[config.mk]
export PLATFORM = sky130hd
export DESIGN_NAME = fnn_sequencer
export DESIGN_NICKNAME = d
export VERILOG_FILES = /design/src/rtl/fnn_sequencer.sv
export SDC_FILE = /design/constraint.sdc
export NUM_CORES = 1
export LEC_CHECK = 0
export BUFFER_PORTS_ARGS = -buffer_cell sky130_fd_sc_hd__buf_2
export CAP_MARGIN = 10
export CORE_MARGIN = 1
export CORE_UTILIZATION = 50
export DETAILED_ROUTE_END_ITERATION = 8
export GPL_TIMING_DRIVEN = 0
export PLACE_DENSITY = 0.91
export SYNTH_ARGS = -nofsm -noshare
export SYNTH_HDL_FRONTEND = slang
export SYNTH_SLANG_ARGS = --single-unit
[constraint.sdc]
create_clock -name clk -period 2.8 [get_ports clk]
set_input_delay 0.56 -clock clk [delete_from_list [all_inputs] [get_ports clk]]
set_output_delay 0.56 -clock clk [all_outputs]
set_load 0.1 [all_outputs]
[src/rtl/fnn_sequencer.sv]
// Control sequencer for the fully-connected network datapath: walks each sample
// through N_LAYERS layer steps plus a label check, counting addresses and correct predictions.
module fnn_sequencer #(
  parameter  int N_LAYERS  = 3,
  parameter  int NEURONS   = 10,
  parameter  int N_SAMPLES = 750,
  parameter  int ADDR_W    = 10,
  localparam int LW        = $clog2(N_LAYERS + 1)
) (
  input  logic                         clk,
  input  logic                         rst,
  input  logic                         start,
  input  logic                         mem_valid,
  input  logic                         eq,
  output logic                         busy,
  output logic                         done,
  output logic [ADDR_W-1:0]            addr,
  output logic [ADDR_W-1:0]            correct_cnt,
  output logic                         read_mem_inp,
  output logic                         read_mem_label,
  output logic                         sel_inp,
  output logic                         sel_reg,
  output logic [LW-1:0]                sel_w,
  output logic [LW-1:0]                sel_b,
  output logic [N_LAYERS*NEURONS-1:0]  ld_reg,
  output logic                         cnt_addr_en,
  output logic                         cnt_ac_en
);

  typedef enum logic [1:0] {S_IDLE, S_LAYER, S_CHECK, S_DONE} state_t;

  localparam logic [LW-1:0]     LAST_L = LW'(N_LAYERS - 1);
  localparam logic [ADDR_W-1:0] LAST_A = ADDR_W'(N_SAMPLES - 1);

  state_t              state, state_nxt;
  logic [LW-1:0]       l, l_nxt;
  logic [ADDR_W-1:0]   addr_nxt, cnt_nxt;
  logic                ld_en;

  always_ff @(posedge clk or posedge rst) begin
    if (rst) begin
      state       <= S_IDLE;
      l           <= '0;
      addr        <= '0;
      correct_cnt <= '0;
    end else begin
      state       <= state_nxt;
      l           <= l_nxt;
      addr        <= addr_nxt;
      correct_cnt <= cnt_nxt;
    end
  end

  always_comb begin
    state_nxt      = state;
    l_nxt          = l;
    addr_nxt       = addr;
    cnt_nxt        = correct_cnt;
    busy           = 1'b0;
    done           = 1'b0;
    read_mem_inp   = 1'b0;
    read_mem_label = 1'b0;
    sel_inp        = 1'b0;
    sel_reg        = 1'b0;
    sel_w          = '0;
    sel_b          = '0;
    cnt_addr_en    = 1'b0;
    cnt_ac_en      = 1'b0;
    ld_en          = 1'b0;
    case (state)
      S_IDLE, S_DONE: begin
        done = (state == S_DONE);
        if (start) begin
          state_nxt = S_LAYER;
          l_nxt     = '0;
          addr_nxt  = '0;
          cnt_nxt   = '0;
        end
      end
      S_LAYER: begin
        busy         = 1'b1;
        read_mem_inp = 1'b1;
        sel_w        = l;
        sel_b        = l;
        sel_inp      = (l == '0);
        // only the first layer consumes memory data, so only it waits on mem_valid
        if (l != '0 || mem_valid) begin
          ld_en = 1'b1;
          if (l == LAST_L) state_nxt = S_CHECK;
          else             l_nxt     = l + 1'b1;
        end
      end
      S_CHECK: begin
        busy           = 1'b1;
        sel_reg        = 1'b1;
        sel_w          = LW'(N_LAYERS);
        sel_b          = LW'(N_LAYERS);
        read_mem_label = 1'b1;
        cnt_addr_en    = 1'b1;
        cnt_ac_en      = eq;
        if (eq) cnt_nxt = correct_cnt + 1'b1;
        if (addr == LAST_A) begin
          state_nxt = S_DONE;
        end else begin
          addr_nxt  = addr + 1'b1;
          l_nxt     = '0;
          state_nxt = S_LAYER;
        end
      end
      default: state_nxt = S_IDLE;
    endcase
  end

  for (genvar g = 0; g < N_LAYERS; g++) begin : g_ld
    assign ld_reg[g*NEURONS +: NEURONS] = {NEURONS{ld_en && (l == LW'(g))}};
  end

endmodule
# Word-level counts from Yosys, hierarchy flattened

Cells that the tools add are included.

RAM bits: 0
Memories kept: 0
Word-level logic and storage cells: 57
Output and inout port bits: 62
Bits in latches: 0
Bits in read-only memories: 0
Input bits: 5
Register bits after elaboration: 24

Bitwise gates (word level): 0
Reduce and logical (&&, ||, !) cells: 14
Shifts and indexed selects: 0
Magnitude comparators: 0
Equal/unequal tests: 12
Divide/modulo/power cells: 0
Multiplexer cells: 24
$add $sub $neg: 3
Multiply operators: 0

Operators with widths:

| kind                  | count |
|---|---|
| $pmux 10 s2           | 2 |
| $mux 10               | 3 |
| $add 10x1->10 const B | 2 |
| $mux 2                | 8 |
| $ne 2x2->1 const B    | 6 |
| $pmux 2 s3            | 2 |
| $eq 10x10->1 const B  | 1 |
| $reduce_and 3->1      | 3 |
| $mux 1                | 8 |
| $eq 2x2->1 const B    | 3 |
| $eq 2x1->1 const B    | 2 |
| $logic_not 2->1       | 2 |
| $pmux 2 s2            | 1 |
| $reduce_and 4->1      | 1 |
| $reduce_bool 2->1     | 2 |
| $reduce_or 2->1       | 2 |
| $logic_and 1x1->1     | 3 |
| $add 2x1->2 const B   | 1 |
| $logic_or 1x1->1      | 1 |

# Longest topological paths before layout

Gate-level depths: netlist (run 1).

Depth in word-level cells: 5
Mapped depth: 7
Mapped depth without buffers: 6

# Worst setup path before layout (run 1)

Ideal clock, no wire load.

Path type: register -> output
From: register state[0]
To: output port sel_w[0]
Slack: -1.507 ns
Path buffers: 3
Stages on the path, launching flop included: 8
Arrival time: 3.747 ns
Required time: 2.240 ns
Cells stage by stage: dfrtp_1 -> inv_1 -> ha_1 -> clkbuf_1 -> clkbuf_1 -> a21oi_1 -> nor2_1 -> buf_4

Word-level cells in the longest chain between the ends: 2
Elaborated cells between the ends (all ways): 3
Classes of those cells: 2 x eq/ne; 1 x mux

RTL lines:

| item                                     | RTL line | text |
|---|---|---|
| start, declared                          | 35       | `state_t state, state_nxt;` |
| start signal, assigned                   | 47       | `state <= state_nxt;` |
| $eq 2x2->1 or $eq 2x1->1 (tied branches) | n/a      |  |
| $pmux 2 s2 (*)                           | n/a      |  |
| end, declared                            | 23       | `output logic [LW-1:0] sel_w,` |

Mark *: on every way between the ends. The rest lies on a longest branch, timed or not.

# Worst setup path in the final report (run 1)

From: register state[0]
To: output port sel_w[0]

Word-level cells in the longest chain between the ends: 2
Elaborated cells between the ends (all ways): 3
Classes of those cells: 2 x eq/ne; 1 x mux

RTL lines:

| item                                     | RTL line | text |
|---|---|---|
| $eq 2x2->1 or $eq 2x1->1 (tied branches) | 70       | `case (state)` |
| $pmux 2 s2 (*)                           | 70       |  |

Marked as above.

==> impl_results.md, run 1 <==
* Result of the run: finished, final reports clean
* Via-per-instance ratio at 5.36
* Final min period at 2.69 ns
* Final Setup Violations at 0
* Antenna Cells at 0
* Post-synthesis instance area at 0.00175 mm^2
* Clock root buffer master: clkbuf_4
* Leakage power at 1.23 nW
* Max-slew headroom at 39.1%
* Total number of placement rows at 21
* Final hold vios at 0
* Share of power burned in combinational logic at 74.4%
* Via count of the routed design at 1700
* Synthesis-stage register bit count at 24
* Area added between synthesis and finish at 33.3%
* CTS Hold Buffers Added at 0
* Number of input and output port buffers inserted at 66
* Wire length of the first global-routing pass at 5.98 mm
* Delay of the slowest critical-path stage at 0.48 ns
* Yosys warnings at 0
* Crit path capture type: output port
* Ordered list of cells on the worst path: inv_1 -> ha_4 -> clkbuf_2 -> clkbuf_4 -> a21oi_1 -> nor2_4 -> buf_8 -> buf_4
* Number of search-and-repair iterations in the first detailed-routing pass at 4
* Post-route DRC at 0
* Relative contribution of sequential cells to total power at 15.9%
* Maximum number of pins on one net before global-route repair at 25
* Filler cell count at 270
* Synth Area per Inst at 8.68 um^2
* Skew final at 0.00448 ns
* Count of placed standard cells in the final layout, fillers left out at 317
* Setup total negative slack at 0 ns
* Max Buffers Root-to-Sink at 2
* CTS clk-pin slew, worst paths at 0.13 ns
* Net switching component of the power at 0.00163 W
* Die area at 0.00375 mm^2
* Peak Freq at 372 MHz
* Post-synthesis cell type with the largest combined area: dfrtp_1
* Max Slew Vio Count at 0
* Core area at 0.00334 mm^2
* Total overflow reported by the global router at 0
* EDFF count, synth at 0
* Net switching fraction of the power at 63.2%
* Maximum fanout along the worst path at 10
* Maximum Capacitance Violations at 0
* Sequential element share of the synthesized area at 34.3%
* Largest cells by area after synthesis: dfrtp_1 (34%), buf_4 (13%), ha_1 (7.1%), nand3_1 (3.4%), o21ai_0 (3.1%)
* Critical path data required time at 2.24 ns
* Area share of the largest cell type after synthesis at 34.3%
* Skew-Pair Late Insertion Delay at 0.32 ns
* Unrepaired setup endpoints after global routing: no
* Power per cell area at 1100 mW/mm^2
* Final weighted congestion in routability-driven placement at 0.910
* I/O pin cnt at 67
* Critical Path Source Type: register
* Clock share of power at 9.7%
* Peak VDD IR at 0.355 mV
* Instance count after placement with tap cells included at 314
* Vias in the first global route at 1370
* Number of nets with antenna violations after routing at 0
* Worst hold path type: input port to asynchronous set/reset pin
* Total number of H-tree levels at 1
* Die X-Extent at 61.2 um
* Cell count after synthesis at 202
* Cell variety after synth at 38
* Ratio of cells with drive above 1 in the final layout at 42.4%
* Starting density of the core at 52.5%
* Aggregate global-route resource usage at 21.2%
* Tcrit/Tclk final at 96.0%
* Sinks on Clock Net at 24
* Predominant post-synthesis flop cell: dfrtp_1
* Net total in the final layout at 287
* Synthesized Nets at 217
* Die Height at 61.2 um
* Internal Pwr Total at 0.000948 W
* Number of antenna violations at the first check in global routing at 0
* Share of synthesized flip-flops with an asynchronous set or reset at 100%
* Clock tree from TritonCTS: done
* Final wirelength at 4.09 mm
* Measured slew at the worst slew-check pin at 0.912 ns
* Number of clock buffers inserted by TritonCTS at 3
* Drt initial violations at 92
* # Post-CTS Setup Buffers at 0
* Wire length per cell at 12.9 um
* Worst Path Arrival at 2.13 ns
* Category of the most critical setup path: register to output port
* HPWL after detailed placement at 3.01 mm
* Highest-delay cell along the critical path: dfrtp_2
==> cell type report <==
class / count / area (um^2) / share of cell area, %
Tap cell: 46 / 57.6 / 2.46
Clock buffer: 3 / 22.5 / 0.964
Clock inverter: 1 / 30.0 / 1.28
Multi-Input combinational cell: 134 / 913 / 39.1
Inverter: 8 / 30.0 / 1.28
Timing Repair Buffer: 66 / 413 / 17.7
Buffer: 35 / 269 / 11.5
Sequential cell: 24 / 602 / 25.7
==> stage by stage <==
stage	hold WS (ns)	total power, W	setup WS (ns)	util (%)	instance area [um^2]
6_report	0.421	0.00258	0.112	70.0	2340
3_3_place_gp	0.535	0.00224	0.291	66.0	2200
4_1_cts	0.452	0.00256	0.0000742	68.7	2290
5_1_grt	0.486	0.00270	0.000256	70.0	2340
2_1_floorplan	0.575	0.00205	0.00997	-	1810
3_5_place_dp	0.553	0.00227	0.275	66.0	2200
==> flip-flops by register name (all words and copies together) (netlist names) <==
register	flops
addr	10
correct_cnt	10
l	2
state	2
==> power by group through the flow <==
stage / logic [W] / registers, W / clock network, W
CTS: 0.00189 / 0.000408 / 0.000255
global placement: 0.00183 / 0.000412 / 0
floorplan: 0.00161 / 0.000439 / 0
global route: 0.00202 / 0.000414 / 0.000267
finish: 0.00192 / 0.000409 / 0.000251
detailed placement: 0.00185 / 0.000415 / 0
==> Yosys cell counts (2+ instances only) <==
cell / n
nand3_1: 12
a22o_1: 3
nor2b_1: 2
a21boi_0: 2
xor2_1: 5
o31ai_1: 2
nand2b_1: 8
and4_1: 2
nor3_1: 3
dfrtp_1: 24
a21oi_1: 7
nand4_1: 5
nand4b_1: 2
and3_1: 8
mux2_2: 2
ha_1: 10
and2_1: 4
inv_1: 8
buf_4: 31
nand2_1: 14
or3_1: 6
o21ai_0: 11
clkbuf_1: 4
o2bb2ai_1: 3
nor2_1: 11
==> path summary, 6_finish.rpt <==
check / cells after the start / slack (ns) / startpoint / end
worst max-delay path: 8 / 0.11 / state[0] / sel_w[0]
worst min-delay path: 2 / 0.42 / rst / addr[8]
worst max register to register: 7 / 0.42 / state[0] / addr[6]
worst min register to register: 2 / 0.57 / correct_cnt[9] / correct_cnt[9]
max in group asynchronous: 2 / 1.77 / rst / state[0]
min in group clk: 2 / 0.57 / correct_cnt[9] / correct_cnt[9]
==> layer usage <==
metal	wire (um)	global-route usage (%)	vias up
met5	0	0	-
met4	59	8.12	0
met3	298	2.10	6
met2	2060	38.4	75
met1	1680	26.1	800
li1	-	-	819
==> timing repair <==
action | 4_1_cts | 5_1_grt
setup endpoints to repair | 15 | 35
pin swaps | 0 | 0
gates cloned | 0 | 0
hold endpoints to repair | 0 | 0
resized for setup | 15 | 21
==> critical path: cells and delay by family (launching register included) <==
| kind | cells | cell delay, ns |
|---|---|---|
| AO/OA/AOI/OAI | 1 | 0.09 |
| adder cells (fa/ha/maj) | 1 | 0.16 |
| buffers and inverters | 5 | 0.94 |
| flip-flops | 1 | 0.48 |
| AND/OR/NAND/NOR | 1 | 0.14 |
==> logic make-up (layout without fill, tap and decap cells) <==
logic type | Yosys count | in the layout | synth area share (%)
mux | 3 | 3 | 1.86
simple gates | 79 | 79 | 24.2
buf+inv | 44 | 113 | 16.1
xor+xnor | 5 | 5 | 2.50
compound gates | 37 | 37 | 13.9
fa+ha+maj | 10 | 10 | 7.14
flops | 24 | 24 | 34.3
==> layout by cell type, fill, tap and decap left out, drive strengths merged <==
cell type  count
buf           80
dfrtp         24
clkbuf        24
nand2         14
nand3         12
o21ai         11
nor2          11
ha            10
nand2b         8
inv            8
and3           8
a21oi          7
or3            6
nand4          5
xor2           5
and2           4
o2bb2ai        3
nor3           3
a22o           3
nor2b          2
a21boi         2
o31ai          2
nand4b         2
mux2           2
and4           2
or4            1
o211a          1
o41ai          1
a31oi          1
a31o           1
o211ai         1
o21bai         1
mux2i          1
o311ai         1
o22ai          1
nor4           1
a21o           1
bufinv         1
No activity file was read; power rests on OpenSTA's default activity.
==> run 2, diff against run 1 <==
==> constraint.sdc (replaced) <==
create_clock -name clk -period 3.3 [get_ports clk]
set_input_delay 0.66 -clock clk [delete_from_list [all_inputs] [get_ports clk]]
set_output_delay 0.66 -clock clk [all_outputs]
set_load 0.1 [all_outputs]
==> run 2 against run 1 <==
Compared with the run above:
- via count shrank 1.1%
- non-clock buffer count is the same
- first-iteration DRC count shrank 21%
- worst hold slack gained 0.081 ns
- routed wire length shrank 2.5%
- sequential power shrank 17%
- combinational power shrank 19%
- die area is the same
- largest cell class unchanged
- critical path depth shrank 2
==> impl_results.md, run 2 (synthesized netlist as in run 1, its figures left out) <==
* Result of the run: finished, final reports clean
* Die area at 0.00375 mm^2 (unchanged)
* Final worst setup slack at 0.383 ns (+0.271 ns)
* Total overflow reported by the global router at 0 (unchanged)
* Setup total negative slack at 0 ns (unchanged)
* Measured slew at the worst slew-check pin at 0.884 ns (-0.0279 ns)
* Critical Path Source Type: register
* Vias in the first global route at 1408 (+2.8%)
* Power per cell area at 953 mW/mm^2 (-14%)
* Post-route DRC at 0 (unchanged)
* Minimum setup slack among reg-to-reg paths at 0.86 ns (+0.44 ns)
* Ratio of cells with drive above 1 in the final layout at 41.3% (-1.1 points)
* CTS clk-pin slew, worst paths at 0.14 ns (about the same)
* Filler cell count at 282 (+4.4%)
* Total number of H-tree levels at 1 (unchanged)
* Antenna Cells at 0 (unchanged)
* Aggregate global-route resource usage at 21.0% (-0.27 points)
* Maximum Capacitance Violations at 0 (unchanged)
* Max-slew headroom at 41.0% (+1.9 points)
* Number of input and output port buffers inserted at 66 (unchanged)
* Starting density of the core at 52.5% (unchanged)
* Final hold vios at 0 (unchanged)
* Worst hold path type: input port to asynchronous set/reset pin
* Net total in the final layout at 287 (unchanged)
* Number of search-and-repair iterations in the first detailed-routing pass at 4 (unchanged)
* Number of nets with antenna violations after routing at 0 (unchanged)
* Final weighted congestion in routability-driven placement at 0.868 (-4.6%)
* Wire length per cell at 12.6 um (-2.5%)
* Largest registers: addr (10), correct_cnt (10)
* Leading cell type in the layout, fill and taps excluded: buf_2
* Maximum number of pins on one net before global-route repair at 25 (unchanged)
* Clock root buffer master: clkbuf_4
* Number of clock buffers inserted by TritonCTS at 3 (unchanged)
* Critical R2R Capture: correct_cnt[7]
* Tcrit/Tclk final at 88.4%
* Unrepaired setup endpoints after global routing: no
* Maximum fanout along the worst path at 11 (+1)
* Via-per-instance ratio at 5.30 (-1.1%)
* Critical path data required time at 2.64 ns (+0.40 ns)
* Drt initial violations at 73 (-21%)
* Final min period at 2.92 ns
* Worst Path Arrival at 2.26 ns (+0.13 ns)
* Leading cell types in the layout, fill and taps excluded: buf_2 (67), buf_4 (31), dfrtp_1 (24)
* Max Buffers Root-to-Sink at 2 (unchanged)
* Final Setup Violations at 0 (unchanged)
* Wire length of the first global-routing pass at 5.96 mm (-0.23%)
* Crit path capture type: output port
* Total number of placement rows at 21 (unchanged)
* Skew-Pair Late Insertion Delay at 0.32 ns (about the same)
* Category of the most critical setup path: register to output port
* Worst slack, placed at 0.391 ns (+0.117 ns)
* Final wirelength at 3.99 mm (-2.5%)
* Number of antenna violations at the first check in global routing at 0 (unchanged)
* Sinks on Clock Net at 24 (unchanged)
* HPWL after detailed placement at 2.95 mm (-1.7%)
* Area added between synthesis and finish at 26.2%
* Die X-Extent at 61.2 um (unchanged)
* Max Slew Vio Count at 0 (unchanged)
* Leakage power at 1.23 nW (+0.20%)
* Via count of the routed design at 1681 (-1.1%)
* Core area at 0.00334 mm^2 (unchanged)
* Startpoint of the worst register-to-register path: state[0]
* Clock tree from TritonCTS: done
* Multi-input gate area in the final layout at 891 um^2 (-2.5%)
* Peak Freq at 343 MHz
* Sequential cell area at 601 um^2 (-0.21%)
* Skew final at 0.00578 ns (+0.00130 ns)
* Peak VDD IR at 0.378 mV (+6.5%)
* I/O pin cnt at 67 (unchanged)
* Worst R2R Path Depth at 7 (unchanged)
* Die Height at 61.2 um (unchanged)
-- run 2: through the flow --
stage / cells / hold slack, ns / total power, W / util (%) / instance area, um^2
after global routing: 317 / 0.579 / 0.00221 / 66.3 / 2210
after global placement: 314 / 0.533 / 0.00188 / 64.8 / 2160
after detailed placement: 314 / 0.548 / 0.00190 / 64.8 / 2160
after CTS: 318 / 0.540 / 0.00211 / 66.4 / 2210
after floorplan: 202 / 0.563 / 0.00170 / - / 1770
final: 317 / 0.502 / 0.00211 / 66.3 / 2210
-- run 2: cell type report --
cell class / instances / share of cell area, %
well taps: 46 / 2.60
multi-input cells: 134 / 40.3
clock buffers: 3 / 1.02
repair buffers: 66 / 14.9
plain buffers: 35 / 11.3
inverters: 8 / 1.36
flip-flops and latches: 24 / 27.1
clock inverters: 1 / 1.36
-- run 2: worst max path at each step --
| stage | from | to | slack [ns] | depth (start not counted) |
|---|---|---|---|---|
| 2_1_floorplan | state[0] | sel_w[0] | 0.04 | 7 |
| 3_3_place_gp | state[0] | sel_w[0] | 0.44 | 8 |
| 3_5_place_dp | state[0] | sel_w[0] | 0.39 | 8 |
| 4_1_cts | state[0] | sel_w[0] | 0.02 | 8 |
| 5_1_grt | state[1] | ld_reg[22] | 0.21 | 6 |
| 6_report | state[1] | ld_reg[28] | 0.38 | 6 |
-- run 2: worst max-delay path, stage by stage (launching register included) --
cell	delay, ns
dfrtp_1	0.44
inv_1	0.10
ha_1	0.20
clkbuf_1	0.30
and3_2	0.36
buf_4	0.14
buf_2	0.41
-- run 2: timing repair --
item / 4_1_cts / 5_1_grt
hold buffers: 0 / 0
setup buffers: 0 / 0
resized for setup: 0 / 2
setup endpoints to repair: 0 / 5
-- run 2: power breakdown --
part           leakage, nW  switching (W)  internal [W]
clock network       0.0279      0.0000908      0.000123
logic                0.874        0.00126      0.000298
registers            0.332      0.0000249      0.000316
-- run 2: metal layers --
layer,share of wire (%),GRT usage (%)
met1,43,26.5
met2,48,38.7
met3,7.3,0.840
met4,0.83,6.49
met5,0,0
